===== src/rtl/irq_pkg.sv =====
// Shared definitions for the interrupt controller: MMIO word map, line count
// and the line index that carries the timer flag when IRQ_TIMER_EN is defined.
package irq_pkg;

  localparam int N_LINES    = 8;
  localparam int TIMER_LINE = 7;
  localparam int ADDR_W     = 3;
  localparam int DATA_W     = 64;

  typedef enum logic [ADDR_W-1:0] {
    IRQ_PENDING = 3'd0,
    IRQ_MASK    = 3'd1,
    IRQ_MODE    = 3'd2,
    IRQ_COUNT   = 3'd3,
    IRQ_COMPARE = 3'd4,
    IRQ_CTRL    = 3'd5
  } irq_addr_e;

endpackage


===== src/rtl/irq_sync.sv =====
// Per-line two-flop synchronizer (s1, s2) plus a history flop (s3) used for
// rising-edge detection of asynchronous interrupt lines.
module irq_sync #(
  parameter int WIDTH = 8
) (
  input  logic             clock,
  input  logic             reset,
  input  logic [WIDTH-1:0] raw,
  output logic [WIDTH-1:0] sync,
  output logic [WIDTH-1:0] hist
);

  logic [WIDTH-1:0] s1, s2, s3;

  // NOTE: sequential state uses non-blocking assignments so every flop samples
  // the pre-edge value of its neighbour; blocking here would collapse the chain.
  always_ff @(posedge clock or posedge reset) begin
    if (reset) begin
      s1 <= '0;
      s2 <= '0;
      s3 <= '0;
    end else begin
      s1 <= raw;
      s2 <= s1;
      s3 <= s2;
    end
  end

  assign sync = s2;
  assign hist = s3;

endmodule


===== src/rtl/irq_ctrl.sv =====
// MMIO interrupt controller: per-line edge/level capture, W1C pending, mask.
// Optional free-running compare timer on line 7 when IRQ_TIMER_EN is defined.
module irq_ctrl #(
  parameter int                          N_LINES    = irq_pkg::N_LINES,
  parameter logic [irq_pkg::N_LINES-1:0] MASK_RESET = {irq_pkg::N_LINES{1'b1}}
) (
  input  logic                        clock,
  input  logic                        reset,
  input  logic [N_LINES-1:0]          irq_in,
  input  logic [irq_pkg::ADDR_W-1:0]  addr,
  input  logic                        wr_en,
  input  logic [irq_pkg::DATA_W-1:0]  wr_data,
  output logic [irq_pkg::DATA_W-1:0]  rd_data,
  output logic [N_LINES-1:0]          interrupt_source
);
  import irq_pkg::*;

  logic [N_LINES-1:0] pending, pending_next;
  logic [N_LINES-1:0] mask, mode;
  logic [N_LINES-1:0] sync, hist, rise, clr;

  irq_sync #(.WIDTH(N_LINES)) u_sync (
    .clock (clock),
    .reset (reset),
    .raw   (irq_in),
    .sync  (sync),
    .hist  (hist)
  );

  assign rise = sync & ~hist;
  assign clr  = (wr_en && addr == IRQ_PENDING) ? wr_data[N_LINES-1:0] : '0;

`ifdef IRQ_TIMER_EN
  logic [31:0] count, count_next, compare;
  logic        timer_en, timer_match, compare_wr;

  always_comb begin
    count_next = count;
    if (wr_en && addr == IRQ_COUNT)
      count_next = wr_data[31:0];
    else if (timer_en)
      count_next = count + 32'd1;
  end

  assign timer_match = timer_en && (count_next == compare);
  assign compare_wr  = wr_en && addr == IRQ_COMPARE;

  always_ff @(posedge clock or posedge reset) begin
    if (reset) begin
      count    <= '0;
      compare  <= 32'hFFFF_FFFF;
      timer_en <= 1'b0;
    end else begin
      count <= count_next;
      if (compare_wr)
        compare <= wr_data[31:0];
      if (wr_en && addr == IRQ_CTRL)
        timer_en <= wr_data[0];
    end
  end

  logic unused_wr_data;
  assign unused_wr_data = ^wr_data[DATA_W-1:32];
`else
  logic unused_wr_data;
  assign unused_wr_data = ^wr_data[DATA_W-1:N_LINES];
`endif

  // NOTE: every always_comb output gets a default before any branch, so no
  // path leaves it unassigned and no latch is inferred.
  always_comb begin
    pending_next = pending;
    for (int i = 0; i < N_LINES; i++) begin
      if (mode[i])
        pending_next[i] = rise[i] | (pending[i] & ~clr[i]);
      else
        pending_next[i] = sync[i];
    end
`ifdef IRQ_TIMER_EN
    // Line 7 carries the timer flag: the raw line and W1C are ignored here.
    if (compare_wr)
      pending_next[TIMER_LINE] = 1'b0;
    else if (timer_match)
      pending_next[TIMER_LINE] = 1'b1;
    else
      pending_next[TIMER_LINE] = pending[TIMER_LINE];
`endif
  end

  always_ff @(posedge clock or posedge reset) begin
    if (reset) begin
      pending <= '0;
      mask    <= MASK_RESET;
      mode    <= '0;
    end else begin
      pending <= pending_next;
      if (wr_en && addr == IRQ_MASK)
        mask <= wr_data[N_LINES-1:0];
      if (wr_en && addr == IRQ_MODE)
        mode <= wr_data[N_LINES-1:0];
    end
  end

  always_comb begin
    rd_data = '0;
    case (addr)
      IRQ_PENDING: rd_data[N_LINES-1:0] = pending;
      IRQ_MASK:    rd_data[N_LINES-1:0] = mask;
      IRQ_MODE:    rd_data[N_LINES-1:0] = mode;
`ifdef IRQ_TIMER_EN
      IRQ_COUNT:   rd_data[31:0]        = count;
      IRQ_COMPARE: rd_data[31:0]        = compare;
      IRQ_CTRL:    rd_data[0]           = timer_en;
`endif
      default:     rd_data              = '0;
    endcase
  end

  assign interrupt_source = pending & mask;

endmodule


===== config.mk =====
export PLATFORM = sky130hd
export DESIGN_NAME = irq_ctrl
export DESIGN_NICKNAME = d
export VERILOG_FILES = /design/src/rtl/irq_pkg.sv /design/src/rtl/irq_sync.sv /design/src/rtl/irq_ctrl.sv
export SDC_FILE = /design/constraint.sdc
export NUM_CORES = 1
export LEC_CHECK = 0
export CORE_ASPECT_RATIO = 0.9
export CORE_MARGIN = 2
export CORE_UTILIZATION = 39
export DETAILED_ROUTE_END_ITERATION = 16
export PLACE_DENSITY = 0.85
export SKIP_CTS_REPAIR_TIMING = 1
export SYNTH_ARGS = -nofsm -noshare
export SYNTH_HDL_FRONTEND = slang
export SYNTH_SLANG_ARGS = --single-unit
export TNS_END_PERCENT = 50

===== constraint.sdc =====
create_clock -name clock -period 4 [get_ports clock]
set_clock_uncertainty 0.1 [all_clocks]
set_input_delay 0.8 -clock clock [delete_from_list [all_inputs] [get_ports clock]]
set_output_delay 0.8 -clock clock [all_outputs]
set_load 0.05 [all_outputs]

* After elaboration in Yosys (flattened, before gate mapping)
Index checks and enable logic that the tools add are counted.
** Operators by class
- Eq/ne operators :: 2
- Multiplexer cells :: 10
- Bitwise gates (word level) :: 27
- Reductions and logical operators :: 4
** Operators with widths (count)
- 8-bit one-hot mux with 3 select lines :: 1
- 8-bit AND :: 2
- 1-bit AND :: 8
- 1-bit two-way mux :: 8
- 8-bit two-way mux :: 1
- 1-bit NOT :: 8
- 8-bit NOT :: 1
- 1-bit OR :: 8
- 3-bit by 1-bit equality test with 1-bit output (second input constant) :: 1
- 3-bit by 2-bit equality test with 1-bit output (second input constant) :: 1
- 1-bit logical AND :: 3
- 3-bit zero test :: 1
** Word-level totals
- Register bits after elaboration :: 48
- Bits of input ports :: 78
- Word-level logic and storage cells :: 49

* Longest topological paths before layout
- Depth in word-level cells :: 7
- Gate-level depth with buffers :: 4
- Mapped depth without buffers :: 3

* Cells and area by module
A second synthesis with hierarchy kept.
** Second synthesis, totals
- Cells, all modules :: 193
- Area, all modules :: 2307.2 µm²
** Modules (own cells, without submodules)
- irq_ctrl :: times used 1, cells each 168, area each 1702.9 µm², seq. area each 610.6 µm²
- irq_sync :: times used 1, cells each 25, area each 604.3 µm², seq. area each 600.6 µm²

* Worst setup path before layout
No wires, ideal clock.
- Path type :: in2out
- Start :: in addr[1] (netlist name)
- End :: out rd_data[1] (netlist name)
- Arrival time :: 2.471 ns
- Data required time :: 3.100 ns
- Setup slack :: 0.629 ns
- Stages :: 4
- Path buffers :: 2
- Path through :: buf_6 > clkbuf_1 > a211oi_1 > a211oi_1
** On the way
- Word-level cells in the longest chain between the ends :: 2
** Ends and longest elaborated chain
- from (decl) :: RTL line irq_ctrl.sv:10 : input logic [irq_pkg::ADDR_W-1:0] addr,
- 3-bit by 2-bit equality test with 1-bit output (tied with other cells) :: RTL line irq_ctrl.sv:106 : case (addr)
- 8-bit one-hot mux with 3 select lines (*) :: RTL line irq_ctrl.sv:106
- to (decl) :: RTL line irq_ctrl.sv:13 : output logic [irq_pkg::DATA_W-1:0] rd_data,
Every way passes the cells marked *; elsewhere a longest branch is shown, timed or not.

* Final worst setup path
- Start :: in addr[1] (netlist name)
- End :: out rd_data[0] (netlist name)
The elaborated chain is that of the path after synthesis.

==> metrics.yaml <==
max_cap_viol_count: 0
endpoint_kind: "output pin"
synth.area.mux_share: 0.08172
drc_errors: 0
final-hold-violation-count: 0
synth-simple-area-share: 0.1161
clk_path_buf_depth: 2
postSynthCellCount: 195
crit_chain: "clkdlybuf4s50_1 -> buf_4 -> a211oi_1 -> a211oi_1 -> buf_12"
netlist_area_um2: 2327
tightest_slew_ns: 0.9386
nFillCells: 514
leakage_nw: 1.193
ant_nets: 0
synth_top_area_share: 0.4301
grt_use_total: 0.1171
power_density_nw_per_um2: 495.6
synth_cell_types: 21
max_stage_delay_ns: 0.68
num_rows: 26
pre_cts_ws_ns: 0.5986
avgSynthCellArea_um2: 11.93
yosysMostFrequentCell: "buf_4"
slowest_stage: "clkdlybuf4s50_1"
grt_pass1_vias: 1297
wl_met2_um: 1884
finalNetCount: 313
critPathLaunchType: "input port"
cts.clk_slew.worst_paths_ns: 0.08
synth_edf_count: 0
port_buffers: 37
ys_seq_elements: 48
cp_common_cell: "a211oi_1"
die_y_um: 77.29
crit_cells: 5
drt-initial-drc-count: 27
areaGrowthSynthToFinish_pct: 18.71
grt-ovfl-total: 0
wirelength_um: 3693
synth_fa_ha_area_frac: 0
met3_length_um: 238
fin_crit_sh: 0.8354
max_freq_mhz: 299.3
hold_class: "flip-flop to flip-flop"
antenna_found_initial: 0
drt-wirelength-per-cell_um: 12.07
m1WireLength_um: 1515
synthFlopType: "dfrtp_1"
start_util: 0.4065
ys_async_sr_fraction: 1.000
gp_congestion: 0.7897
finalSetupTns_ns: 0
clock_sinks: 48
finalCriticalPeriod_ns: 3.342
cts_buffers: 5
clock_latency_ns: 0.29
synth_area_leaders: "dfrtp_1, buf_4, dfstp_2"
vdd_drop_max_v: 0.0002807
design.core.area_um2: 5725
crit_type: "input port to output pin"
final_layout_size_suffix_gt1_frac: 0.2034
reg2reg_slack_ns: 3.10
num_io_pins: 150
n_antenna_cell: 0
synth_compound_area_frac: 0.08333
rsz0062_at_grt: "no"
crit_family: "buffers and inverters"
grt_pass1_wl_um: 5954
avgViaCountPerCell: 4.402
yosysWarnings: 0
required_ns: 3.10
crit_buf_inv: 3
top_layer: "met4"
hold_depth: 0
status: "completed"
die_w_um: 85.43
via_count: 1347
grt_max_degree: 49
synth_top_family_by_area: "buffers and inverters"
cp_max_fo: 10
clockRootBuffer: "clkbuf_8"
ff2ff_path_depth: 1
seq_area_frac_synth: 0.5204
dr.pass1.iters: 4
synth_common_cells: "buf_4, dfrtp_1, mux2_2, nand2_1, a211oi_1"
setup_violations: 0
slew_headroom: 0.3734
synth_area_leader_cell: "dfrtp_1"
setup_ws_ns: 0.6585
dp_hpwl_um: 2674
drv_slew: 0
h-tree-depth: 2
die_area_um2: 6602
cts_tree: "built"
synth_xor_area_frac: 0
arrival_ns: 2.44
## placed cells by master, fill, tap and decap left out, drive strengths merged
cell type / instances
a32o: 8
inv: 1
o32ai: 1
mux2: 16
conb: 56
a211oi: 14
nor3b: 1
clkdlybuf4s50: 29
clkbuf: 5
nor4bb: 1
nor4b: 1
nor2b: 7
mux2i: 1
dfstp: 8
buf: 11
nand2: 16
clkinv: 2
nand2b: 9
bufinv: 1
and2: 8
dfrtp: 40
## cells by family after synthesis
logic type | after synthesis
buffers and inverters | 63
flip-flops | 48
AND/OR/NAND/NOR | 43
AO/OA/AOI/OAI | 23
multiplexers | 17
other | 1
## routing by layer
layer,global-route usage,up-vias
li1,-,627
met1,0.1423,656
met2,0.1961,58
met3,0.03767,6
met4,0.03810,0
met5,0,-
## power breakdown
| group | internal (mW) | total [mW] | switching [mW] |
|---|---|---|---|
| clock network | 0.188 | 0.342 | 0.154 |
| registers | 0.563 | 0.608 | 0.0453 |
| logic | 0.145 | 0.419 | 0.274 |
| total | 0.896 | 1.37 | 0.473 |
## stage by stage
stage / hold WS, ns / power, mW / cells / utilization / cell area [um^2]
finish: 0.2532 / 1.369 / 306 / 0.4825 / 2763
global route: 0.2651 / 1.441 / 306 / 0.4825 / 2763
CTS: 0.2562 / 1.386 / 306 / 0.4825 / 2763
detailed placement: 0.2365 / 1.040 / 298 / 0.4622 / 2646
global placement: 0.2324 / 1.030 / 298 / 0.4622 / 2646
floorplan: 0.2312 / 0.9602 / 250 / - / 2534
## cell type report
| type | count | area, um^2 | area share |
|---|---|---|---|
| Clock buffer | 5 | 68.82 | 0.02491 |
| Clock inverter | 3 | 47.55 | 0.01721 |
| Inverter | 1 | 3.754 | 0.001359 |
| Multi-Input combinational cell | 139 | 870.8 | 0.3152 |
| Sequential cell | 48 | 1211 | 0.4384 |
| Tap cell | 70 | 87.58 | 0.03170 |
| Timing Repair Buffer | 40 | 473.0 | 0.1712 |
## final timing paths
check                        startpoint        endpoint
min                        u_sync.s1[3]  u_sync.sync[3]
max in group asynchronous         reset  u_sync.sync[6]
max reg2reg                     mode[1]         mode[1]
min reg2reg                u_sync.s1[3]  u_sync.sync[3]
min in group asynchronous         reset    u_sync.s1[1]
max                             addr[1]      rd_data[0]
## state kept, by name, indices dropped and copies added (netlist names)
signal	flops
mask	8
mode	8
pending	8
u_sync.hist	8
u_sync.s1	8
u_sync.sync	8
(Power assumes the default switching activity.)
